===== src/rtl/cy_mux_scanner_pkg.sv =====
// Shared types and constants for the cy_mux scanner: FSM state encoding,
// select/counter widths and the helper that picks the per-channel entry state.
package cy_mux_scanner_pkg;

  localparam int SEL_W = 3;
  localparam int CNT_W = 4;

  typedef enum logic [1:0] {
    ST_IDLE   = 2'd0,
    ST_SETTLE = 2'd1,
    ST_SAMPLE = 2'd2,
    ST_HOLD   = 2'd3
  } state_e;

  // A zero settle time skips the wait state entirely and samples on the next edge.
  function automatic state_e scan_entry(input int unsigned settle);
    if (settle == 32'd0) begin
      return ST_SAMPLE;
    end else begin
      return ST_SETTLE;
    end
  endfunction

endpackage


===== src/rtl/cy_mux_scanner_if.sv =====
// Parallel frame output of the scanner: data word with a valid/ready handshake.
// The scanner is the master (producer); the consumer uses the slave modport.
interface cy_mux_scanner_if #(
  parameter int NUM_CH = 8
) ();
  logic [NUM_CH-1:0] data;
  logic              valid;
  logic              ready;

  modport master (output data, output valid, input ready);
  modport slave  (input data, input valid, output ready);
endinterface


===== src/rtl/cy_settle_cnt.sv =====
// Loadable down-counter that times the settle wait after each select change.
// 'last' flags the final wait cycle so the FSM can move to SAMPLE on that edge.
module cy_settle_cnt
  import cy_mux_scanner_pkg::*;
(
  input  logic             clock,
  input  logic             reset,
  input  logic             load,
  input  logic             en,
  input  logic [CNT_W-1:0] load_val,
  output logic             last
);

  logic [CNT_W-1:0] cnt_q;
  logic [CNT_W-1:0] cnt_d;

  // next count: load wins over decrement, decrement saturates at zero
  always_comb begin
    cnt_d = cnt_q;
    if (load) begin
      cnt_d = load_val;
    end else if (en && (cnt_q != 4'd0)) begin
      cnt_d = cnt_q - 4'd1;
    end else begin
      cnt_d = cnt_q;
    end
  end

  // count register, reset to the settle reload value
  always_ff @(posedge clock) begin
    if (reset) begin
      cnt_q <= load_val;
    end else begin
      cnt_q <= cnt_d;
    end
  end

  assign last = (cnt_q <= 4'd1);

endmodule


===== src/rtl/cy_mux_scanner.sv =====
// Scans NUM_CH mux channels: drives sel, waits SETTLE cycles, samples mux_y,
// and presents the assembled frame on a valid/ready handshake.
module cy_mux_scanner
  import cy_mux_scanner_pkg::*;
#(
  parameter int unsigned NUM_CH     = 8,
  parameter int unsigned SETTLE     = 1,
  parameter int unsigned CONTINUOUS = 0
) (
  input  logic              clock,
  input  logic              reset,
  input  logic              start,
  output logic [SEL_W-1:0]  sel,
  input  logic              mux_y,
  output logic              busy,
  output logic              overrun,
  cy_mux_scanner_if.master  out_if
);

  localparam logic [SEL_W-1:0] LAST_SEL   = SEL_W'(NUM_CH - 1);
  localparam logic [CNT_W-1:0] SETTLE_VAL = CNT_W'(SETTLE);

  state_e            state_q, state_d;
  logic [SEL_W-1:0]  sel_q, sel_d;
  logic [NUM_CH-1:0] shadow_q, shadow_d;
  logic [NUM_CH-1:0] data_q, data_d;
  logic              valid_q, valid_d;
  logic              busy_q, busy_d;
  logic              overrun_q, overrun_d;
  logic [NUM_CH-1:0] sample_word;
  logic              frame_done;
  logic              cnt_load;
  logic              cnt_en;
  logic              cnt_last;

  cy_settle_cnt u_settle_cnt (
    .clock    (clock),
    .reset    (reset),
    .load     (cnt_load),
    .en       (cnt_en),
    .load_val (SETTLE_VAL),
    .last     (cnt_last)
  );

  // shadow with the bit for the current channel replaced by the live mux output
  always_comb begin
    sample_word = shadow_q;
    for (int i = 0; i < int'(NUM_CH); i++) begin
      if (sel_q == SEL_W'(i)) begin
        sample_word[i] = mux_y;
      end else begin
        sample_word[i] = shadow_q[i];
      end
    end
  end

  // FSM next state, select walk and frame/handshake bookkeeping
  always_comb begin
    state_d    = state_q;
    sel_d      = sel_q;
    shadow_d   = shadow_q;
    data_d     = data_q;
    valid_d    = valid_q;
    overrun_d  = 1'b0;
    frame_done = 1'b0;
    cnt_load   = 1'b0;
    cnt_en     = 1'b0;

    if (valid_q && out_if.ready) begin
      valid_d = 1'b0;
    end else begin
      valid_d = valid_q;
    end

    case (state_q)
      ST_IDLE: begin
        sel_d = 3'd0;
        if (start) begin
          state_d  = scan_entry(SETTLE);
          cnt_load = 1'b1;
        end else begin
          state_d = ST_IDLE;
        end
      end
      ST_SETTLE: begin
        cnt_en = 1'b1;
        if (cnt_last) begin
          state_d = ST_SAMPLE;
        end else begin
          state_d = ST_SETTLE;
        end
      end
      ST_SAMPLE: begin
        shadow_d = sample_word;
        cnt_load = 1'b1;
        if (sel_q == LAST_SEL) begin
          frame_done = 1'b1;
          sel_d      = 3'd0;
          if (CONTINUOUS != 32'd0) begin
            state_d = scan_entry(SETTLE);
          end else begin
            state_d = ST_HOLD;
          end
        end else begin
          sel_d   = sel_q + 3'd1;
          state_d = scan_entry(SETTLE);
        end
      end
      ST_HOLD: begin
        if (valid_q && out_if.ready) begin
          state_d = ST_IDLE;
        end else begin
          state_d = ST_HOLD;
        end
      end
      default: begin
        state_d = ST_IDLE;
      end
    endcase

    // An unaccepted frame is never overwritten; the new one is dropped instead.
    if (frame_done) begin
      if (!valid_q || out_if.ready) begin
        data_d  = sample_word;
        valid_d = 1'b1;
      end else begin
        overrun_d = 1'b1;
      end
    end else begin
      overrun_d = 1'b0;
    end

    busy_d = (state_d != ST_IDLE);
  end

  // state and output registers; reset abandons any frame in flight
  always_ff @(posedge clock) begin
    if (reset) begin
      state_q   <= ST_IDLE;
      sel_q     <= 3'd0;
      shadow_q  <= '0;
      data_q    <= '0;
      valid_q   <= 1'b0;
      busy_q    <= 1'b0;
      overrun_q <= 1'b0;
    end else begin
      state_q   <= state_d;
      sel_q     <= sel_d;
      shadow_q  <= shadow_d;
      data_q    <= data_d;
      valid_q   <= valid_d;
      busy_q    <= busy_d;
      overrun_q <= overrun_d;
    end
  end

  assign sel          = sel_q;
  assign busy         = busy_q;
  assign overrun      = overrun_q;
  assign out_if.data  = data_q;
  assign out_if.valid = valid_q;

endmodule


===== src/flat_wrapper.sv =====
// flat-port wrapper written by rule: the top's interface ports become plain ports
module cy_mux_scanner_flat import cy_mux_scanner_pkg::*;
#(
  parameter int unsigned NUM_CH     = 8,
  parameter int unsigned SETTLE     = 1,
  parameter int unsigned CONTINUOUS = 0
)
  (clock, reset, start, sel, mux_y, busy, overrun, out_if_data, out_if_valid, out_if_ready);
  cy_mux_scanner_if #(.NUM_CH(NUM_CH)) out_if_i ();
  input  logic clock;
  input  logic reset;
  input  logic start;
  output logic [SEL_W-1:0] sel;
  input  logic mux_y;
  output logic busy;
  output logic overrun;
  output wire logic [$bits(out_if_i.data)-1:0] out_if_data;
  output wire logic [$bits(out_if_i.valid)-1:0] out_if_valid;
  input wire logic [$bits(out_if_i.ready)-1:0] out_if_ready;
  assign out_if_data = out_if_i.data;
  assign out_if_valid = out_if_i.valid;
  assign out_if_i.ready = out_if_ready;
  cy_mux_scanner #(.NUM_CH(NUM_CH), .SETTLE(SETTLE), .CONTINUOUS(CONTINUOUS)) u_core (.clock(clock), .reset(reset), .start(start), .sel(sel), .mux_y(mux_y), .busy(busy), .overrun(overrun), .out_if(out_if_i));
endmodule

===== config.mk =====
export PLATFORM = sky130hd
export DESIGN_NAME = cy_mux_scanner_flat
export DESIGN_NICKNAME = d
export VERILOG_FILES = /design/src/rtl/cy_mux_scanner_pkg.sv /design/src/rtl/cy_mux_scanner_if.sv /design/src/rtl/cy_settle_cnt.sv /design/src/rtl/cy_mux_scanner.sv /design/src/flat_wrapper.sv
export SDC_FILE = /design/constraint.sdc
export NUM_CORES = 1
export LEC_CHECK = 0
export CORE_MARGIN = 2
export CORE_UTILIZATION = 52
export DETAILED_ROUTE_END_ITERATION = 10
export PLACE_DENSITY = 0.8
export RECOVER_POWER = 100
export SLEW_MARGIN = 5
export SYNTH_ARGS = -nofsm -noshare
export SYNTH_HDL_FRONTEND = slang
export SYNTH_SLANG_ARGS = --single-unit

===== constraint.sdc =====
create_clock -name clock -period 2 [get_ports clock]
set_input_delay 0.6 -clock clock [delete_from_list [all_inputs] [get_ports clock]]
set_output_delay 0.6 -clock clock [all_outputs]
set_load 0.02 [all_outputs]

* Yosys cells after proc, flatten, opt, wreduce, memory -nomap -nowiden
Index checks and enable logic that the tools add are counted.
** Word-level totals
- Memory bits (read-only) :: 0
- Register bits after elaboration :: 28
- Logic and storage cells :: 58
- Bits in latches :: 0
- Bits in writable memories :: 0
- Input port bits :: 5
- Memories kept :: 0
** Cells by class
- Add/subtract/negate cells :: 2
- Reductions and logical operators :: 12
- Bitwise operators :: 1
- Magnitude comparators :: 1
- Equal/unequal tests :: 10
- Shift-type cells :: 0
- Div/mod/pow operators :: 0
- Mux-type cells :: 24
- Multiply operators :: 0
** Operators by type and width (count)
- two-way mux 1 bit :: 17
- == test 3 bit (second input constant) :: 4
- one-hot mux 2 bit (4 select lines) :: 1
- == test 3 x 2 -> 1 bit (second input constant) :: 2
- two-way mux 2 bit :: 3
- one-hot mux 3 bit (2 select lines) :: 1
- == test 2 bit (second input constant) :: 2
- less-or-equal comparator 4 x 1 -> 1 bit (second input constant) :: 1
- nonzero test 2 bit :: 2
- nonzero test 4 bit :: 1
- OR reduction 2 bit :: 2
- subtractor 4 x 1 -> 4 bit (second input constant) :: 1
- adder 3 x 1 -> 3 bit (second input constant) :: 1
- == test 3 x 1 -> 1 bit (second input constant) :: 1
- zero test 3 bit :: 1
- two-way mux 3 bit :: 1
- == test 2 x 1 -> 1 bit (second input constant) :: 1
- logical AND 1 bit :: 2
- zero test 2 bit :: 1
- one-hot mux 1 bit (2 select lines) :: 1
- AND reduction 2 bit :: 1
- zero test 1 bit :: 1
- logical OR 1 bit :: 1
- inverter 1 bit :: 1

* Depth between registers and ports, before layout
Gate-level depths: netlist (run 1).
- Word-level depth :: 5
- Gate-level depth with buffers :: 6
- Mapped depth without buffers :: 5

* Modules after synthesis
From an unflattened synthesis (run 1), not the netlist that was laid out.
** Unflattened totals
- Cells, all modules :: 144
- Area total of the unflattened synthesis :: 1385.1 µm²
** Modules (own cells, without submodules)
- cy_mux_scanner :: area each 1116.1 µm², sequential area each 460.4 µm², instances 1, cells an instance 119
- cy_settle_cnt :: area each 269.0 µm², sequential area each 120.1 µm², instances 1, cells an instance 25

* Least setup slack after synthesis (run 1)
OpenSTA, ideal clock, no wires.
- Kind :: reg-to-reg
- From :: register u_core.sel_q[0] (netlist: u_core.sel[0])
- To :: register u_core.data_q[5] (netlist: u_core.out_if.data[5])
- Clock period less this slack :: 1603 ps
- Buffers on the path :: 1
- Cell stages (with the launch flop) :: 7
- Library setup time :: 136 ps
- Slack :: 397 ps
- Data required time :: 1864 ps
- Arrival :: 1467 ps
- Path through :: dfxtp_1 > ha_1 > ha_1 > and3b_1 > and2_1 > clkbuf_1 > a311oi_1
** On the way
- Longest elaborated chain between the ends :: 4
- Elaborated cells between the ends (all ways) :: 6
** Ends and longest elaborated chain
- start, declared :: RTL line cy_mux_scanner.sv:24 : logic [SEL_W-1:0] sel_q, sel_d;
- start signal, assigned :: RTL line cy_mux_scanner.sv:148 : sel_q <= sel_d;
- == test 3 bit :: RTL line cy_mux_scanner.sv:96 : if (sel_q == LAST_SEL) begin
- two-way mux 1 bit :: RTL line cy_mux_scanner.sv:96
- two-way mux 1 bit :: RTL line cy_mux_scanner.sv:75 : case (state_q)
- AND reduction 2 bit (no source line)
- end signal, assigned :: RTL line cy_mux_scanner.sv:150 : data_q <= data_d;
- end, declared :: RTL line cy_mux_scanner.sv:26 : logic [NUM_CH-1:0] data_q, data_d;
Several ways; a longest one is shown, not always the timed one.
A chain may end at the register's enable or synchronous reset.

* Worst setup path after layout (run 1)
- From :: register u_core.data_q[1] (netlist: u_core.out_if.data[1])
- To :: output port out_if_data[1]
** RTL lines
- end, declared :: RTL line flat_wrapper.sv:17 : output wire logic [$bits(out_if_i.data)-1:0] out_if_data;
No word-level cell between the ends.

==> run_results.csv, run 1 <==
group,metric,value,unit
sta,fmax,0.525,GHz
global_route,grt_pass1_vias,963,
logic_synthesis,syn_inst,148,
power,sw_frac_of_total,25.7,%
die,die_area,2940,sq um
layout,drive_gt1_share,6.67,%
die,die_y,54.2,um
drt,routedWlPerCell,13.8,um
logic_synthesis,synth_compound_area_share,19.4,%
logic_synthesis,synth_cell_types,31,
clock_network,cts_buffers,3,
critical_path,critPathLaunch,"u_core.out_if.data[1]$_SDFFE_PP0P_",
global_route,track_usage,21.0,%
placed_design,place_congestion,0.695,
power,p_clk_share,26.4,%
power,switchingPower,0.233,mW
drt,antenna_left,0,
critical_path,crit_type,"register to primary output",
global_route,grt_max_degree,24,
critical_path,crit_fanout,2,
sta,tns,0,ns
sta,slew_headroom,32.6,%
clock_network,cts_sinks,27,
power,pwr-share-seq,62.6,%
die,num_rows,18,
logic_synthesis,synth_xor_area_share,0,%
clock_network,postCtsSetupBuffers,0,
sta,worst_slew_pin_slew,1.01,ns
logic_synthesis,synth_fp_nets,162,
critical_path,cp_data_arrival_time,1.30,ns
min_path,min-delay-start,"u_core.u_settle_cnt.cnt_q[1]$_SDFFE_PP0P_",
logic_synthesis,syn_area,1310,sq um
sta,timing.final.crit_share,95.2,%
sta,slew_viol_final,0,
run_status,run_status,"finished clean",
sta,skew,0.00290,ns
critical_path,cp-end-kind,"primary output",
critical_path,required,1.40,ns
logic_synthesis,ys_ff_latch,27,
power,irDropWorstVdd,0.384,mV
die,io_pins,19,
logic_synthesis,syn_area_per_cell,8.86,sq um
min_path,min_path_type,"register to register",
power,share_comb_of_total_power,11.0,%
layout,mostFrequentLayoutCells,"27 x dfxtp_1, 19 x a21oi_1, 13 x clkdlybuf4s50_1",
logic_synthesis,synth_edf_count,0,
die,core,2430,sq um
drt,via_per_inst,5.65,
global_route,antenna_found_initial,0,
sta,setup_viol,0,
drt,vias,1101,
clock_network,insertion_delay,0.33,ns
global_route,overflow,0,
run,cap_violations,0,
clock_network,htreeDepth,1,
sta,grt_setup_unrepaired,"false",
clock_network,path_clk_slew,0.14,ns
power,intPower,0.675,mW
drt,wl,2690,um
sta,period_minus_slack,1.90,ns
logic_synthesis,async_flop_share,0,%
drt,drt_iter0_markers,23,
logic_synthesis,synthSimpleGateAreaFrac,19.2,%
layout,fillCellCount,212,
critical_path,cp-start-kind,"register",
critical_path,r2r_start,"u_core.sel[0]$_SDFFE_PP0P_",
logic_synthesis,synth-warning-count,0,
drt,dr.pass1.iters,4,
clock_network,cts_root_buf,"clkbuf_4",
layout,nets,180,
critical_path,worst_path_dominant_cell_family,"buffers and inverters",
placed_design,hpwl,1950,um
layout,antennaDiodeCount,0,
critical_path,crit_buf_inv,1,
power,leakagePower,0.563,nW
logic_synthesis,synthMuxAreaShare,5.34,%
drt,post-route-drc-count,0,
critical_path,path_cells,"clkdlybuf4s50_1",
logic_synthesis,ys_seq_area_share,41.2,%
clock_network,clk_path_buf_depth,2,
logic_synthesis,ys.flop_type,"dfxtp_1",
layout,mostFrequentLayoutCell,"dfxtp_1",
power,finalPower,0.908,mW
power,power_density,593,nW/um^2
logic_synthesis,synth_top_family_by_area,"compound AO/OA/AOI/OAI gates",
die,die_w,54.2,um
die,start_util,53.9,%
layout,area_growth,16.9,%
critical_path,max_stage_delay,0.61,ns
logic_synthesis,synthAdderAreaFrac,8.59,%
critical_path,crit_slowest_cell,"clkdlybuf4s50_1",
sta,hold_viol_final,0,
placed_design,portBuffers,18,
global_route,grt_first_pass_wirelength,4350,um
clock_network,cts_tree,"done",
[sequential cells by signal (all words and copies together), names as in the netlist]
name,count
u_core.u_settle_cnt.cnt_q,4
u_core.out_if.data,8
u_core.state_q,2
u_core.shadow_q,7
u_core.overrun,1
u_core.busy,1
u_core.out_if.valid,1
u_core.sel,3
[cell usage after synthesis, types with 2 or more instances]
cell type | count | area share (%)
nand2b_1 | 3 | 1.4
nor3_1 | 2 | 0.76
dfxtp_1 | 27 | 41
clkbuf_1 | 8 | 2.3
mux2i_1 | 7 | 5.3
or3_1 | 2 | 0.95
and2b_1 | 2 | 1.1
nor2_1 | 9 | 2.6
a21bo_2 | 2 | 1.5
nand2_1 | 8 | 2.3
or4_1 | 3 | 1.7
a311oi_1 | 2 | 1.3
nand3_1 | 5 | 1.9
inv_1 | 7 | 2.0
o21ai_0 | 6 | 2.3
a211oi_1 | 9 | 5.2
a21oi_1 | 19 | 7.3
buf_2 | 3 | 1.1
nand4b_1 | 2 | 1.3
ha_1 | 9 | 8.6
nor2b_1 | 3 | 1.4
[final timing paths]
| path | end | slack (ns) | cells after the start |
|---|---|---|---|
| min | u_core.u_settle_cnt.cnt_q[1]$_SDFFE_PP0P_ | 0.49 | 2 |
| max reg2reg | u_core.out_if.data[6]$_SDFFE_PP0P_ | 0.25 | 5 |
| max | out_if_data[1] | 0.1 | 1 |
| min reg2reg | u_core.u_settle_cnt.cnt_q[1]$_SDFFE_PP0P_ | 0.49 | 2 |
[repair_timing]
item / CTS / global route
resized for setup: 2 / 2
hold buffers: 0 / 0
endpoints found under the setup margin: 2 / 2
[stage by stage]
stage                     area, sq um  cells  setup WS, ns  hold WS, ns  util [%]
after floorplan                  1310    148         0.397        0.459         -
after global placement           1530    191         0.206        0.471      62.7
after detailed placement         1530    191         0.118        0.476      62.7
after CTS                        1550    195        0.0233        0.496      63.7
after global routing             1530    195        0.0376        0.513      63.0
final                            1530    195        0.0968        0.494      63.0
[power by group through the flow]
stage / sequential [mW] / combinational (mW) / clock [mW]
after global routing: 0.571 / 0.112 / 0.270
after CTS: 0.568 / 0.101 / 0.250
after global placement: 0.579 / 0.0972 / 0
final: 0.568 / 0.100 / 0.240
after detailed placement: 0.580 / 0.101 / 0
after floorplan: 0.576 / 0.0736 / 0
[worst register-to-register path: cells and delay by family, from the launching register on]
family	cells	cell delay, ns
adders and majority gates	2	0.45
AOI/OAI and AO/OA	1	0.12
DFF	1	0.45
and+or+nand+nor	2	0.60
[final cells by class]
type	count	area [sq um]	area share (%)
multi-input combinational	102	688	44.9
sequential	27	541	35.3
timing repair buffer	25	214	14.0
tap	30	37.5	2.45
clock buffer	4	26.3	1.71
inverter	7	26.3	1.71
[metal layers]
layer  track usage (%)  up-vias  wire length, um
li1                  -      558                -
met5                 0        -                0
met2              32.5       19             1220
met1              27.4      519             1320
met3              3.55        5               83
met4              12.1        0               67
[cell families after synthesis]
| kind of cell | after synthesis |
|---|---|
| adders and majority gates | 9 |
| muxes | 7 |
| AOI/OAI and AO/OA | 41 |
| DFF | 27 |
| buffers and inverters | 19 |
| and+or+nand+nor | 45 |
Note: power is estimated with default switching activity, not from simulation.
==> run 2, diff against run 1 <==
==> constraint.sdc (replaced) <==
create_clock -name clock -period 2 [get_ports clock]
set_input_delay 0.2 -clock clock [delete_from_list [all_inputs] [get_ports clock]]
set_output_delay 0.2 -clock clock [all_outputs]
set_load 0.02 [all_outputs]
==> run_results.csv, run 2 (synthesized netlist as in run 1, its figures left out) <==
group,metric,value,unit
die,io_pins,19,
layout,fillCellCount,212,
sta,setup_viol,0,
die,start_util,53.9,%
critical_path,crit_path_frequent_cell,"ha_1",
global_route,track_usage,18.8,%
critical_path,cp-start-kind,"register",
sta,hold_viol_final,0,
clock_network,cts_resized,0,
drt,post-route-drc-count,0,
placed_design,portBuffers,18,
placed_design,place_congestion,0.744,
drt,antenna_left,0,
run_status,run_status,"finished clean",
layout,mostFrequentLayoutCell,"dfxtp_1",
clock_network,cts_buffers,3,
drt,via_per_inst,5.51,
critical_path,path_cells,"ha_1 > ha_1 > and3b_1 > and2_1 > a311oi_1",
die,num_rows,18,
sta,fmax,0.567,GHz
die,die_y,54.2,um
clock_network,clk_path_buf_depth,2,
critical_path,worst_path_dominant_cell_family,"simple AND/OR/NAND/NOR gates",
clock_network,cts_sinks,27,
critical_path,required,2.20,ns
critical_path,max_stage_delay,0.44,ns
critical_path,crit_slowest_cell,"dfxtp_1",
min_path,min_path_type,"register to register",
sta,timing.final.crit_share,88.2,%
drt,dr.pass1.iters,4,
sta,period_minus_slack,1.76,ns
power,power_density,592,nW/um^2
layout,antennaDiodeCount,0,
global_route,grt_first_pass_wirelength,3970,um
layout,drive_gt1_share,4.38,%
drt,vias,1046,
clock_network,hold_buffers,0,
placed_design,hpwl,1770,um
sta,worst_slew_pin_slew,0.581,ns
critical_path,crit_buf_inv,0,
layout,nets,175,
clock_network,cts_root_buf,"clkbuf_4",
global_route,overflow,0,
sta,slew_viol_final,0,
die,die_area,2940,sq um
global_route,antenna_found_initial,0,
drt,wl,2500,um
clock_network,postCtsSetupBuffers,0,
global_route,grt_max_degree,24,
die,core,2430,sq um
power,irDropWorstVdd,0.428,mV
clock_network,htreeDepth,1,
critical_path,crit_type,"register to register",
layout,mostFrequentLayoutCells,"27 x dfxtp_1, 19 x a21oi_1, 14 x dlygate4sd3_1",
critical_path,cp-end-kind,"register",
sta,grt_setup_unrepaired,"false",
power,leakagePower,0.585,nW
clock_network,cts_tree,"done",
critical_path,cp_data_arrival_time,1.97,ns
sta,tns,0,ns
critical_path,crit_fanout,10,
die,die_w,54.2,um
critical_path,r2r_slack,0.24,ns
clock_network,insertion_delay,0.32,ns
drt,routedWlPerCell,13.1,um
layout,utilization,62.2,%
sta,slew_headroom,61.2,%
global_route,grt_pass1_vias,884,
layout,largest_reg_flops,8,
drt,drt_iter0_markers,20,
sta,skew,0.00868,ns
layout,area_growth,15.5,%
run,cap_violations,0,
clock_network,path_clk_slew,0.13,ns
==> run 2: cell types whose count changed in the layout (fill, tap and decap cells not counted), sizes merged <==
| cell | previous run | this run |
|---|---|---|
| dlygate4sd3 | 1 | 14 |
| clkdlybuf4s50 | 13 | 4 |
| clkbuf | 7 | 4 |
| buf | 6 | 2 |
| dlygate4sd2 | 2 | 0 |
==> run 2: where the power goes <==
group / leakage (nW) / total [mW] / internal, mW / switching [mW]
Clock: 0.0150 / 0.233 / 0.0781 / 0.155
Sequential: 0.219 / 0.571 / 0.552 / 0.0185
Combinational: 0.352 / 0.0922 / 0.0407 / 0.0516
==> run 2: metrics by stage <==
stage | hold slack (ns) | cells | total power [mW] | cell area (sq um) | setup slack (ns)
6_report | 0.510 | 190 | 0.896 | 1510 | 0.235
5_1_grt | 0.522 | 190 | 0.945 | 1510 | 0.0411
4_1_cts | 0.509 | 190 | 0.905 | 1510 | 0.226
3_5_place_dp | 0.490 | 186 | 0.675 | 1490 | 0.250
3_3_place_gp | 0.475 | 186 | 0.671 | 1490 | 0.324
2_1_floorplan | 0.405 | 148 | 0.649 | 1310 | 0.397
==> run 2: routing by layer <==
metal / vias up / global-route usage, % / wire length (um)
met5: - / 0 / 0
met4: 0 / 7.50 / 40
met3: 4 / 4.10 / 92
met2: 18 / 28.5 / 1040
met1: 471 / 25.9 / 1320
li1: 553 / - / -
==> run 2: worst paths after layout <==
path | to | startpoint | cells past startpoint
setup / recovery | u_core.out_if.data[5]$_SDFFE_PP0P_ | u_core.sel[0]$_SDFFE_PP0P_ | 5
hold / removal | u_core.u_settle_cnt.cnt_q[1]$_SDFFE_PP0P_ | u_core.u_settle_cnt.cnt_q[1]$_SDFFE_PP0P_ | 2
setup reg to reg | u_core.out_if.data[5]$_SDFFE_PP0P_ | u_core.sel[0]$_SDFFE_PP0P_ | 5
hold reg to reg | u_core.u_settle_cnt.cnt_q[1]$_SDFFE_PP0P_ | u_core.u_settle_cnt.cnt_q[1]$_SDFFE_PP0P_ | 2
==> run 2: cell type report <==
type | instances | area [sq um] | share of cell area, %
multi-input combinational | 102 | 688 | 45.5
sequential | 27 | 541 | 35.7
timing repair buffer | 20 | 195 | 12.9
tap | 30 | 37.5 | 2.48
clock buffer | 4 | 26.3 | 1.74
inverter | 7 | 26.3 | 1.74
==> run 2: worst register-to-register path: cells and delay by family (launching register included) <==
kind / cells / cell delay (ns)
and+or+nand+nor: 2 / 0.67
DFF: 1 / 0.44
adders and majority gates: 2 / 0.42
AOI/OAI and AO/OA: 1 / 0.13
==> run 3, diff against run 2 <==
--- a/config.mk
+++ b/config.mk
@@ -5,6 +5,7 @@
 export SDC_FILE = /design/constraint.sdc
 export NUM_CORES = 1
 export LEC_CHECK = 0
+export CAP_MARGIN = 20
 export CORE_MARGIN = 2
 export CORE_UTILIZATION = 52
 export DETAILED_ROUTE_END_ITERATION = 10
==> results of run 3 <==
Final layout, timing and power as in run 2 (identical DEF).
==> edit, RTL diff (flow settings as in run 2) <==
Register the output `overrun` once more, with the module's reset; this adds one clock of latency there. The other outputs are not delayed to match.
--- a/src/rtl/cy_mux_scanner.sv
+++ b/src/rtl/cy_mux_scanner.sv
@@ -156,7 +156,13 @@
 
   assign sel          = sel_q;
   assign busy         = busy_q;
-  assign overrun      = overrun_q;
+  always_ff @(posedge clock) begin
+    if (reset) begin
+      overrun <= '0;
+    end else begin
+      overrun <= overrun_q;
+    end
+  end
   assign out_if.data  = data_q;
   assign out_if.valid = valid_q;
 
Formal check against the unedited RTL: same outputs for any inputs over 10 cycles, from zero or initial values and one cycle with reset high; that may be too few to reach the edited logic, so the function may still have changed.
==> edit against run 2 <==
Clock power is 59% higher. Power is 22% higher. Synthesized cell count is 3.4% lower. Critical path type unchanged. Largest power group unchanged. Via count is 2.2% higher. Area after synthesis is 0.76% higher. Critical endpoint is now u_core.out_if.data[6]$_SDFFE_PP0P_. Count of clock-buffer cells in the layout is 1 lower. Sequential power is 6.0% higher. Worst setup slack worse by 61 ps. Design area is 1.5% higher. Sequential cell count is 1 higher. Wire length is 3.8% higher. Combinational power is 31% higher. Core utilization is 0.93 points higher.
==> edit: results (changes against run 2) <==
[synth]
ys_seq_area_frac = 0.4242  ; +0.01203
synthTopCellsByArea = dfxtp_1 (42%), ha_1 (8.5%), a211oi_1 (6.3%), a21oi_1 (6.1%), mux2i_1 (5.3%)
synth_commonest_cells = dfxtp_1 (28), a21oi_1 (16), a211oi_1 (11), nor2_1 (10), ha_1 (9)
synthAdderAreaFrac = 0.08523  ; -0.0006506
synth.avg_cell_area_um2 = 9.240  ; +4.3%
syn_nets = 157  ; -3.1%
synth_cell_types = 36  ; +16%
synth_compound_area_frac = 0.1903  ; -0.003361

[global_route]
grt_pass1_vias = 967  ; +9.4%
grt_use_total = 0.1962  ; +0.008174
grt_max_degree = 22  ; -8.3%

[power]
peakVddDrop_mv = 0.4710  ; +10%
power_leakage_nw = 0.6015  ; +2.8%

[setup_path]
cp.arrival_ps = 2050  ; +80 ps

[routing]
num_vias = 1069  ; +2.2%
dr_wl_met3_um = 115  ; +25%
viasPerCell = 5.747  ; +4.4%
wl_met2_mm = 1.200  ; +15%
drt_iter0_drc = 30  ; +50%
wl_met1_mm = 1.259  ; -4.7%

[placement]
gp_congestion = 0.7430  ; -0.13%
placed_cells = 182  ; -2.2%
pre_cts_ws_ps = 234.5  ; -15.88 ps
detailed_place_hpwl_mm = 1.826  ; +3.2%

[timing]
fin_skew_ps = 10.91  ; +2.237 ps
max_freq_ghz = 0.5478  ; -3.3%

[status]
outcome = finished, final reports clean

[worst_hold_path]
hold-path-endpoint = u_core.overrun$_SDFF_PP0_

edit: worst reg2reg max path, stage by stage (launching register included):
cell,delay [ps]
dfxtp_1,460
ha_1,210
ha_1,220
and3b_1,380
and2_1,330
a311oi_1,120
edit: metal layers:
metal | GRT usage | up-vias
met5 | 0 | -
met4 | 0.02917 | 0
met3 | 0.04098 | 2
met2 | 0.3273 | 23
met1 | 0.2657 | 510
li1 | - | 534
edit: cell type report:
cell class / instances / area (um^2)
Sequential cell: 28 / 560.5
Timing Repair Buffer: 20 / 195.2
Fill cell: 211 / 895.9
Clock inverter: 1 / 30.03
Clock buffer: 3 / 22.52
Multi-Input combinational cell: 98 / 668.1
Tap cell: 30 / 37.54
Inverter: 6 / 22.52
edit: power by group:
group	switching (W)	internal (W)	leakage, nW	total [W]
sequential	0.0000247	0.000580	0.227	0.000605
combinational	0.0000690	0.0000523	0.347	0.000121
clock	0.000169	0.000202	0.0279	0.000371
total	0.000263	0.000835	0.601	0.00110
